<file path="src/rtl/i2c_reg_pkg.sv">
// I2C host register offsets written by i2c_init_seq (OpenTitan i2c register map).
package i2c_reg_pkg;

    parameter logic [6:0] I2C_CTRL_OFFSET         = 7'h10;
    parameter logic [6:0] I2C_FDATA_OFFSET        = 7'h1c;
    parameter logic [6:0] I2C_FIFO_CTRL_OFFSET    = 7'h20;
    parameter logic [6:0] I2C_TIMING0_OFFSET      = 7'h30;
    parameter logic [6:0] I2C_TIMING1_OFFSET      = 7'h34;
    parameter logic [6:0] I2C_TIMING2_OFFSET      = 7'h38;
    parameter logic [6:0] I2C_TIMING3_OFFSET      = 7'h3c;
    parameter logic [6:0] I2C_TIMING4_OFFSET      = 7'h40;
    parameter logic [6:0] I2C_TIMEOUT_CTRL_OFFSET = 7'h44;

endpackage

</file>
<file path="src/rtl/tlul_pkg.sv">
// TL-UL request/response types used by i2c_init_seq (subset matching the OpenTitan tlul_pkg layout).
package tlul_pkg;

    typedef enum logic [2:0] {
        PutFullData    = 3'h0,
        PutPartialData = 3'h1,
        Get            = 3'h4
    } tl_a_op_e;

    typedef enum logic [2:0] {
        AccessAck     = 3'h0,
        AccessAckData = 3'h1
    } tl_d_op_e;

    typedef struct packed {
        logic [4:0] rsvd;
        logic [3:0] instr_type;
        logic [6:0] cmd_intg;
        logic [6:0] data_intg;
    } tl_a_user_t;

    // instr_type 4'h9 is the multi-bit "false" encoding: data access, not instruction fetch
    parameter tl_a_user_t TL_A_USER_DEFAULT = '{
        rsvd:       5'h0,
        instr_type: 4'h9,
        cmd_intg:   7'h0,
        data_intg:  7'h0
    };

    typedef struct packed {
        logic [6:0] rsp_intg;
        logic [6:0] data_intg;
    } tl_d_user_t;

    typedef struct packed {
        logic        a_valid;
        tl_a_op_e    a_opcode;
        logic [2:0]  a_param;
        logic [1:0]  a_size;
        logic [7:0]  a_source;
        logic [31:0] a_address;
        logic [3:0]  a_mask;
        logic [31:0] a_data;
        tl_a_user_t  a_user;
        logic        d_ready;
    } tl_h2d_t;

    typedef struct packed {
        logic        d_valid;
        tl_d_op_e    d_opcode;
        logic [2:0]  d_param;
        logic [1:0]  d_size;
        logic [7:0]  d_source;
        logic        d_sink;
        logic [31:0] d_data;
        tl_d_user_t  d_user;
        logic        d_error;
        logic        a_ready;
    } tl_d2h_t;

endpackage

</file>
<file path="src/rtl/i2c_init_seq.sv">
// Issues the ten-write I2C host bring-up sequence over TL-UL, one transaction outstanding at a time.
// Define I2C_INIT_SEQ_TIMEOUT_EN to abort with an error when a response takes RspTimeout cycles.
module i2c_init_seq #(
    parameter logic [31:0] BaseAddr       = 32'h0,
    parameter logic [31:0] Timing0Val     = 32'h000A_0003,
    parameter logic [31:0] Timing1Val     = 32'h0003_0001,
    parameter logic [31:0] Timing2Val     = 32'h0001_0001,
    parameter logic [31:0] Timing3Val     = 32'h0002_0004,
    parameter logic [31:0] Timing4Val     = 32'h0004_0003,
    parameter logic [31:0] TimeoutCtrlVal = 32'h1,
    parameter int unsigned RspTimeout     = 64
) (
    input  logic              clk_i,
    input  logic              rst_ni,
    input  logic              start_i,
    input  logic [12:0]       fdata_i,
    output tlul_pkg::tl_h2d_t tl_o,
    input  tlul_pkg::tl_d2h_t tl_i,
    output logic              busy_o,
    output logic              done_o,
    output logic              err_o,
    output logic [3:0]        step_o
);

    typedef enum logic [2:0] {
        IDLE,
        REQ,
        RSP,
        DONE,
        ERR
    } state_e;

    localparam logic [3:0] LastStep = 4'd9;

    state_e      state_q, state_d;
    logic [3:0]  step_q, step_d;
    logic [12:0] fdata_q, fdata_d;
    logic        err_q, err_d;
    logic        rsp_expired;
    logic [6:0]  offset;
    logic [31:0] wdata;

`ifdef I2C_INIT_SEQ_TIMEOUT_EN
    localparam int unsigned CntW = $clog2(RspTimeout + 1);

    logic [CntW-1:0] wait_cnt_q;

    // Counts cycles spent in RSP without a response; restarts on every RSP entry.
    always_ff @(posedge clk_i) begin
        if (!rst_ni) begin
            wait_cnt_q <= '0;
        end else if (state_q == RSP && !tl_i.d_valid) begin
            wait_cnt_q <= wait_cnt_q + 1'b1;
        end else begin
            wait_cnt_q <= '0;
        end
    end

    assign rsp_expired = (wait_cnt_q == CntW'(RspTimeout - 1));
`else
    logic unused_timeout;

    assign rsp_expired    = 1'b0;
    assign unused_timeout = ^RspTimeout;
`endif

    logic unused_rsp;
    assign unused_rsp = ^{tl_i.d_opcode, tl_i.d_param, tl_i.d_size, tl_i.d_source,
                          tl_i.d_sink, tl_i.d_data, tl_i.d_user};

    always_ff @(posedge clk_i) begin
        if (!rst_ni) begin
            state_q <= IDLE;
            step_q  <= '0;
            fdata_q <= '0;
            err_q   <= 1'b0;
        end else begin
            state_q <= state_d;
            step_q  <= step_d;
            fdata_q <= fdata_d;
            err_q   <= err_d;
        end
    end

    always_comb begin
        state_d = state_q;
        step_d  = step_q;
        fdata_d = fdata_q;
        err_d   = err_q;
        case (state_q)
            IDLE: begin
                if (start_i) begin
                    state_d = REQ;
                    step_d  = '0;
                    fdata_d = fdata_i;
                    err_d   = 1'b0;
                end
            end
            REQ: begin
                // Any d_valid seen here is stale or spurious and is dropped.
                if (tl_i.a_ready) begin
                    state_d = RSP;
                end
            end
            RSP: begin
                if (tl_i.d_valid) begin
                    if (tl_i.d_error) begin
                        state_d = ERR;
                        err_d   = 1'b1;
                    end else if (step_q == LastStep) begin
                        state_d = DONE;
                    end else begin
                        state_d = REQ;
                        step_d  = step_q + 4'd1;
                    end
                end else if (rsp_expired) begin
                    state_d = ERR;
                    err_d   = 1'b1;
                end
            end
            DONE, ERR: begin
                state_d = IDLE;
            end
            default: begin
                state_d = IDLE;
            end
        endcase
    end

    always_comb begin
        offset = '0;
        wdata  = '0;
        case (step_q)
            4'd0: begin offset = i2c_reg_pkg::I2C_CTRL_OFFSET;         wdata = 32'd1;              end
            4'd1: begin offset = i2c_reg_pkg::I2C_FIFO_CTRL_OFFSET;    wdata = 32'd387;            end
            4'd2: begin offset = i2c_reg_pkg::I2C_TIMING0_OFFSET;      wdata = Timing0Val;         end
            4'd3: begin offset = i2c_reg_pkg::I2C_TIMING1_OFFSET;      wdata = Timing1Val;         end
            4'd4: begin offset = i2c_reg_pkg::I2C_TIMING2_OFFSET;      wdata = Timing2Val;         end
            4'd5: begin offset = i2c_reg_pkg::I2C_TIMING3_OFFSET;      wdata = Timing3Val;         end
            4'd6: begin offset = i2c_reg_pkg::I2C_TIMING4_OFFSET;      wdata = Timing4Val;         end
            4'd7: begin offset = i2c_reg_pkg::I2C_TIMEOUT_CTRL_OFFSET; wdata = TimeoutCtrlVal;     end
            4'd8: begin offset = i2c_reg_pkg::I2C_FIFO_CTRL_OFFSET;    wdata = 32'd68;             end
            4'd9: begin offset = i2c_reg_pkg::I2C_FDATA_OFFSET;        wdata = {19'b0, fdata_q};   end
            default: begin offset = '0;                                 wdata = '0;                 end
        endcase
    end

    // Request fields depend only on registered state, so they stay stable while a_ready is low.
    always_comb begin
        tl_o           = '0;
        tl_o.a_valid   = (state_q == REQ);
        tl_o.a_opcode  = tlul_pkg::PutFullData;
        tl_o.a_param   = 3'h0;
        tl_o.a_size    = 2'd2;
        tl_o.a_source  = 8'h0;
        tl_o.a_address = BaseAddr + {25'h0, offset};
        tl_o.a_mask    = 4'hf;
        tl_o.a_data    = wdata;
        tl_o.a_user    = tlul_pkg::TL_A_USER_DEFAULT;
        tl_o.d_ready   = 1'b1;
    end

    assign busy_o = (state_q == REQ) || (state_q == RSP);
    assign done_o = (state_q == DONE);
    assign err_o  = err_q;
    assign step_o = step_q;

endmodule
</file>
<file path="config.mk">
export PLATFORM = sky130hd
export DESIGN_NAME = i2c_init_seq
export DESIGN_NICKNAME = d
export VERILOG_FILES = /design/src/rtl/i2c_reg_pkg.sv /design/src/rtl/tlul_pkg.sv /design/src/rtl/i2c_init_seq.sv
export SDC_FILE = /design/constraint.sdc
export NUM_CORES = 1
export LEC_CHECK = 0
export CAP_MARGIN = 20
export CORE_MARGIN = 2
export CORE_UTILIZATION = 30
export CTS_CLUSTER_SIZE = 28
export DETAILED_ROUTE_END_ITERATION = 10
export PLACE_DENSITY = 0.86
export REMOVE_ABC_BUFFERS = 1
export SLEW_MARGIN = 20
export SYNTH_ARGS = -nofsm -noshare
export SYNTH_HDL_FRONTEND = slang
export SYNTH_SLANG_ARGS = --single-unit
</file>
<file path="constraint.sdc">
create_clock -name clk_i -period 1.9 [get_ports clk_i]
set_input_delay 0.285 -clock clk_i [delete_from_list [all_inputs] [get_ports clk_i]]
set_output_delay 0.285 -clock clk_i [all_outputs]
set_load 0.005 [all_outputs]
</file>
==> results.json <==
{
  "synth_simple_gate_area_share_pct": 22.0,
  "core-area_sq_um": 6280,
  "finish.utilization_pct": 43.7,
  "path_class": "flip-flop to output pin",
  "via_per_inst": 4.27,
  "antenna_violations_before_repair": 0,
  "antenna_left": 0,
  "dominant_combinational_cell_family_by_area_after_synthesis": "buffers and inverters",
  "synth-seq-area-share_pct": 21.8,
  "path_clk_slew_ns": 0.08,
  "routed_wl_um": 5050,
  "number_of_placed_instances_taps_included": 397,
  "post-route-period-util_pct": 104,
  "number_of_flops_mapped_to_enable_cells_by_yosys": 0,
  "tritoncts": "yes",
  "dominantRegCellSynth": "sky130_fd_sc_hd__dfxtp_1",
  "synth-adder-area-share_pct": 3.24,
  "num-nets-final": 431,
  "grt_pass1_vias": 1535,
  "numClockSinks": 21,
  "grt_util_all_layers_pct": 12.0,
  "setup_slack_ns": -0.0783,
  "static-leakage-power_nw": 1.24,
  "drt_iter0_drc": 51,
  "maxSlewViolCount": 0,
  "critical_path_arrival_ns": 1.69,
  "clock_tree.buffer_depth": 2,
  "critPathLaunchType": "flip-flop",
  "placementRows": 29,
  "die_w_um": 84.2,
  "dieArea_sq_um": 7080,
  "placed_area_sq_um": 2290,
  "cts_buffers": 3,
  "dpl_worst_slack_ns": -0.289,
  "flow.area_growth_from_synthesis_pct": 42.2,
  "synth_mux_area_share_pct": 0.519,
  "holdWs_ns": 0.457,
  "grt_pass1_wl_um": 7030,
  "dr_total_vias": 1795,
  "hold_class": "flip-flop to flip-flop",
  "post_drt_wl_per_cell_um": 12.0,
  "synth_compound_gate_area_share_pct": 13.5,
  "max_cap_violations": 0,
  "gr-total-overflow": 0,
  "yosys_register_bits": 21,
  "rsz0062_at_grt": "yes",
  "finalWorstPathRequiredPeriod_ns": 1.98,
  "yosysUniqueCellTypes": 37,
  "syn-instance-count": 261,
  "port-buffer-count": 48,
  "peakVddDrop_mv": 0.334,
  "status": "finished, violations left",
  "end_kind": "output pin",
  "grt_max_degree": 16,
  "finalSetupViolCount": 6,
  "post-route-drc-count": 0,
  "fin_total_pwr_uw": 996,
  "cts_max_level": 1,
  "boundaryPins": 198,
  "finalHoldViolCount": 0,
  "synth.avg_cell_area_sq_um": 7.39,
  "failed_checks": "negative setup slack",
  "detailedPlacementHpwl_um": 3370,
  "power_density_nw_per_um2": 363,
  "ctsRootBufferMaster": "sky130_fd_sc_hd__clkbuf_8",
  "layout_commonest_cell": "sky130_fd_sc_hd__conb_1",
  "starting_density_pct": 30.7,
  "synth_warnings": 0,
  "place.gp.congestion": 0.857,
  "dr.pass1.iters": 4,
  "antenna-diode-count": 0,
  "fin_area_sq_um": 2740,
  "xor_and_xnor_area_share_after_synthesis_pct": 0.909,
  "layout-drive-gt1-share_pct": 31.8,
  "ys_async_sr_fraction_pct": 0,
  "crit_required_ns": 1.62,
  "floorplan.die.height_um": 84.2,
  "final.setup.tns_ns": -0.322,
  "worst_clock_skew_ns": 0.00118,
  "final_cell_mix": "sky130_fd_sc_hd__conb_1 (86), sky130_fd_sc_hd__nand2_1 (32), sky130_fd_sc_hd__clkdlybuf4s50_1 (26), sky130_fd_sc_hd__buf_4 (23), sky130_fd_sc_hd__dfxtp_1 (19)",
  "syn_area_sq_um": 1930,
  "max_freq_mhz": 505,
  "filler_cell_count": 627,
  "post_layout_nonfiller_instances": 420,
  "path_max_fanout": 5,
  "cts-hold-fix-buffers": 0,
  "clk-insertion-delay-late_ns": 0.26
}
per-layer routing:
metal | vias up | share of wire (%) | global-route usage (%) | routed length (um)
met5 | - | 0 | 0 | 0
met1 | 820 | 37 | 13.3 | 1870
met2 | 110 | 52 | 21.4 | 2640
li1 | 852 | - | - | -
met4 | 0 | 2.8 | 6.16 | 141
met3 | 13 | 8.0 | 2.56 | 404
worst max-delay path, cell delays in order (launching register included):
cell and delay, ns:
sky130_fd_sc_hd__dfxtp_2 0.37, sky130_fd_sc_hd__inv_4 0.05, sky130_fd_sc_hd__buf_6 0.11, sky130_fd_sc_hd__ha_4 0.16
sky130_fd_sc_hd__buf_6 0.13, sky130_fd_sc_hd__buf_8 0.13, sky130_fd_sc_hd__a31oi_4 0.15, sky130_fd_sc_hd__a2bb2oi_2 0.14
sky130_fd_sc_hd__nor2_1 0.05, sky130_fd_sc_hd__buf_2 0.13
synth_stat cells (2+ instances only):
library cell,instances,area share [%]
sky130_fd_sc_hd__a21oi_1,20,5.2
sky130_fd_sc_hd__a31oi_1,5,1.6
sky130_fd_sc_hd__a32o_1,2,1.0
sky130_fd_sc_hd__and2_1,8,2.6
sky130_fd_sc_hd__and3_1,7,2.3
sky130_fd_sc_hd__buf_2,4,1.0
sky130_fd_sc_hd__buf_4,87,34
sky130_fd_sc_hd__clkbuf_1,2,0.39
sky130_fd_sc_hd__conb_1,2,0.39
sky130_fd_sc_hd__dfxtp_1,21,22
sky130_fd_sc_hd__ha_1,5,3.2
sky130_fd_sc_hd__inv_1,8,1.6
sky130_fd_sc_hd__nand2_1,34,6.6
sky130_fd_sc_hd__nand2b_1,3,0.97
sky130_fd_sc_hd__nand3_1,2,0.52
sky130_fd_sc_hd__nor2_1,11,2.1
sky130_fd_sc_hd__nor2b_1,3,0.97
sky130_fd_sc_hd__nor3_1,5,1.3
sky130_fd_sc_hd__nor3_4,2,1.7
sky130_fd_sc_hd__nor3b_1,2,0.78
sky130_fd_sc_hd__o21ai_0,10,2.6
sky130_fd_sc_hd__or3_1,2,0.65
sky130_fd_sc_hd__xnor2_1,2,0.91
logic make-up after synthesis:
| logic type | after synthesis |
|---|---|
| AO/OA/AOI/OAI | 44 |
| XOR/XNOR | 2 |
| adder cells (fa/ha/maj) | 5 |
| buffers and inverters | 103 |
| flip-flops | 21 |
| multiplexers | 1 |
| other | 2 |
| AND/OR/NAND/NOR | 83 |
power by group:
part           total [mW]  internal (mW)  switching (mW)  leakage, nW
clock network       0.299          0.146           0.152       0.0255
logic               0.221         0.0939           0.127         1.04
registers           0.477          0.461          0.0157        0.173
total               0.996          0.701           0.295         1.24
cell type report:
class / instances / area, sq um / area share (%)
clock buffers: 3 / 41.3 / 1.51
clock inverters: 1 / 5.00 / 0.183
inverters: 8 / 35.0 / 1.28
multi-input cells: 221 / 1360 / 49.6
flip-flops and latches: 21 / 425 / 15.5
well taps: 77 / 96.3 / 3.51
repair buffers: 89 / 779 / 28.4
sequential cells by signal (all words and copies together), names as in the netlist:
signal,flops
fdata_q,13
step_o,4
state_q,3
err_o,1
path summary, 6_finish.rpt:
kind              slack, ns        from          to  depth (start not counted)
setup / recovery      -0.08   step_o[1]    tl_o[25]                          9
hold / removal         0.46  fdata_q[4]  fdata_q[4]                          2
setup reg to reg       0.02   step_o[1]   step_o[0]                          9
hold reg to reg        0.46  fdata_q[4]  fdata_q[4]                          2
what timing repair did:
action / CTS / global route
endpoints found under the setup margin: 24 / 23
buffers inserted: 7 / 12
pin swaps: 13 / 26
resized for setup: 89 / 70
gates cloned: 0 / 0
No activity file was read; power rests on OpenSTA's default activity.
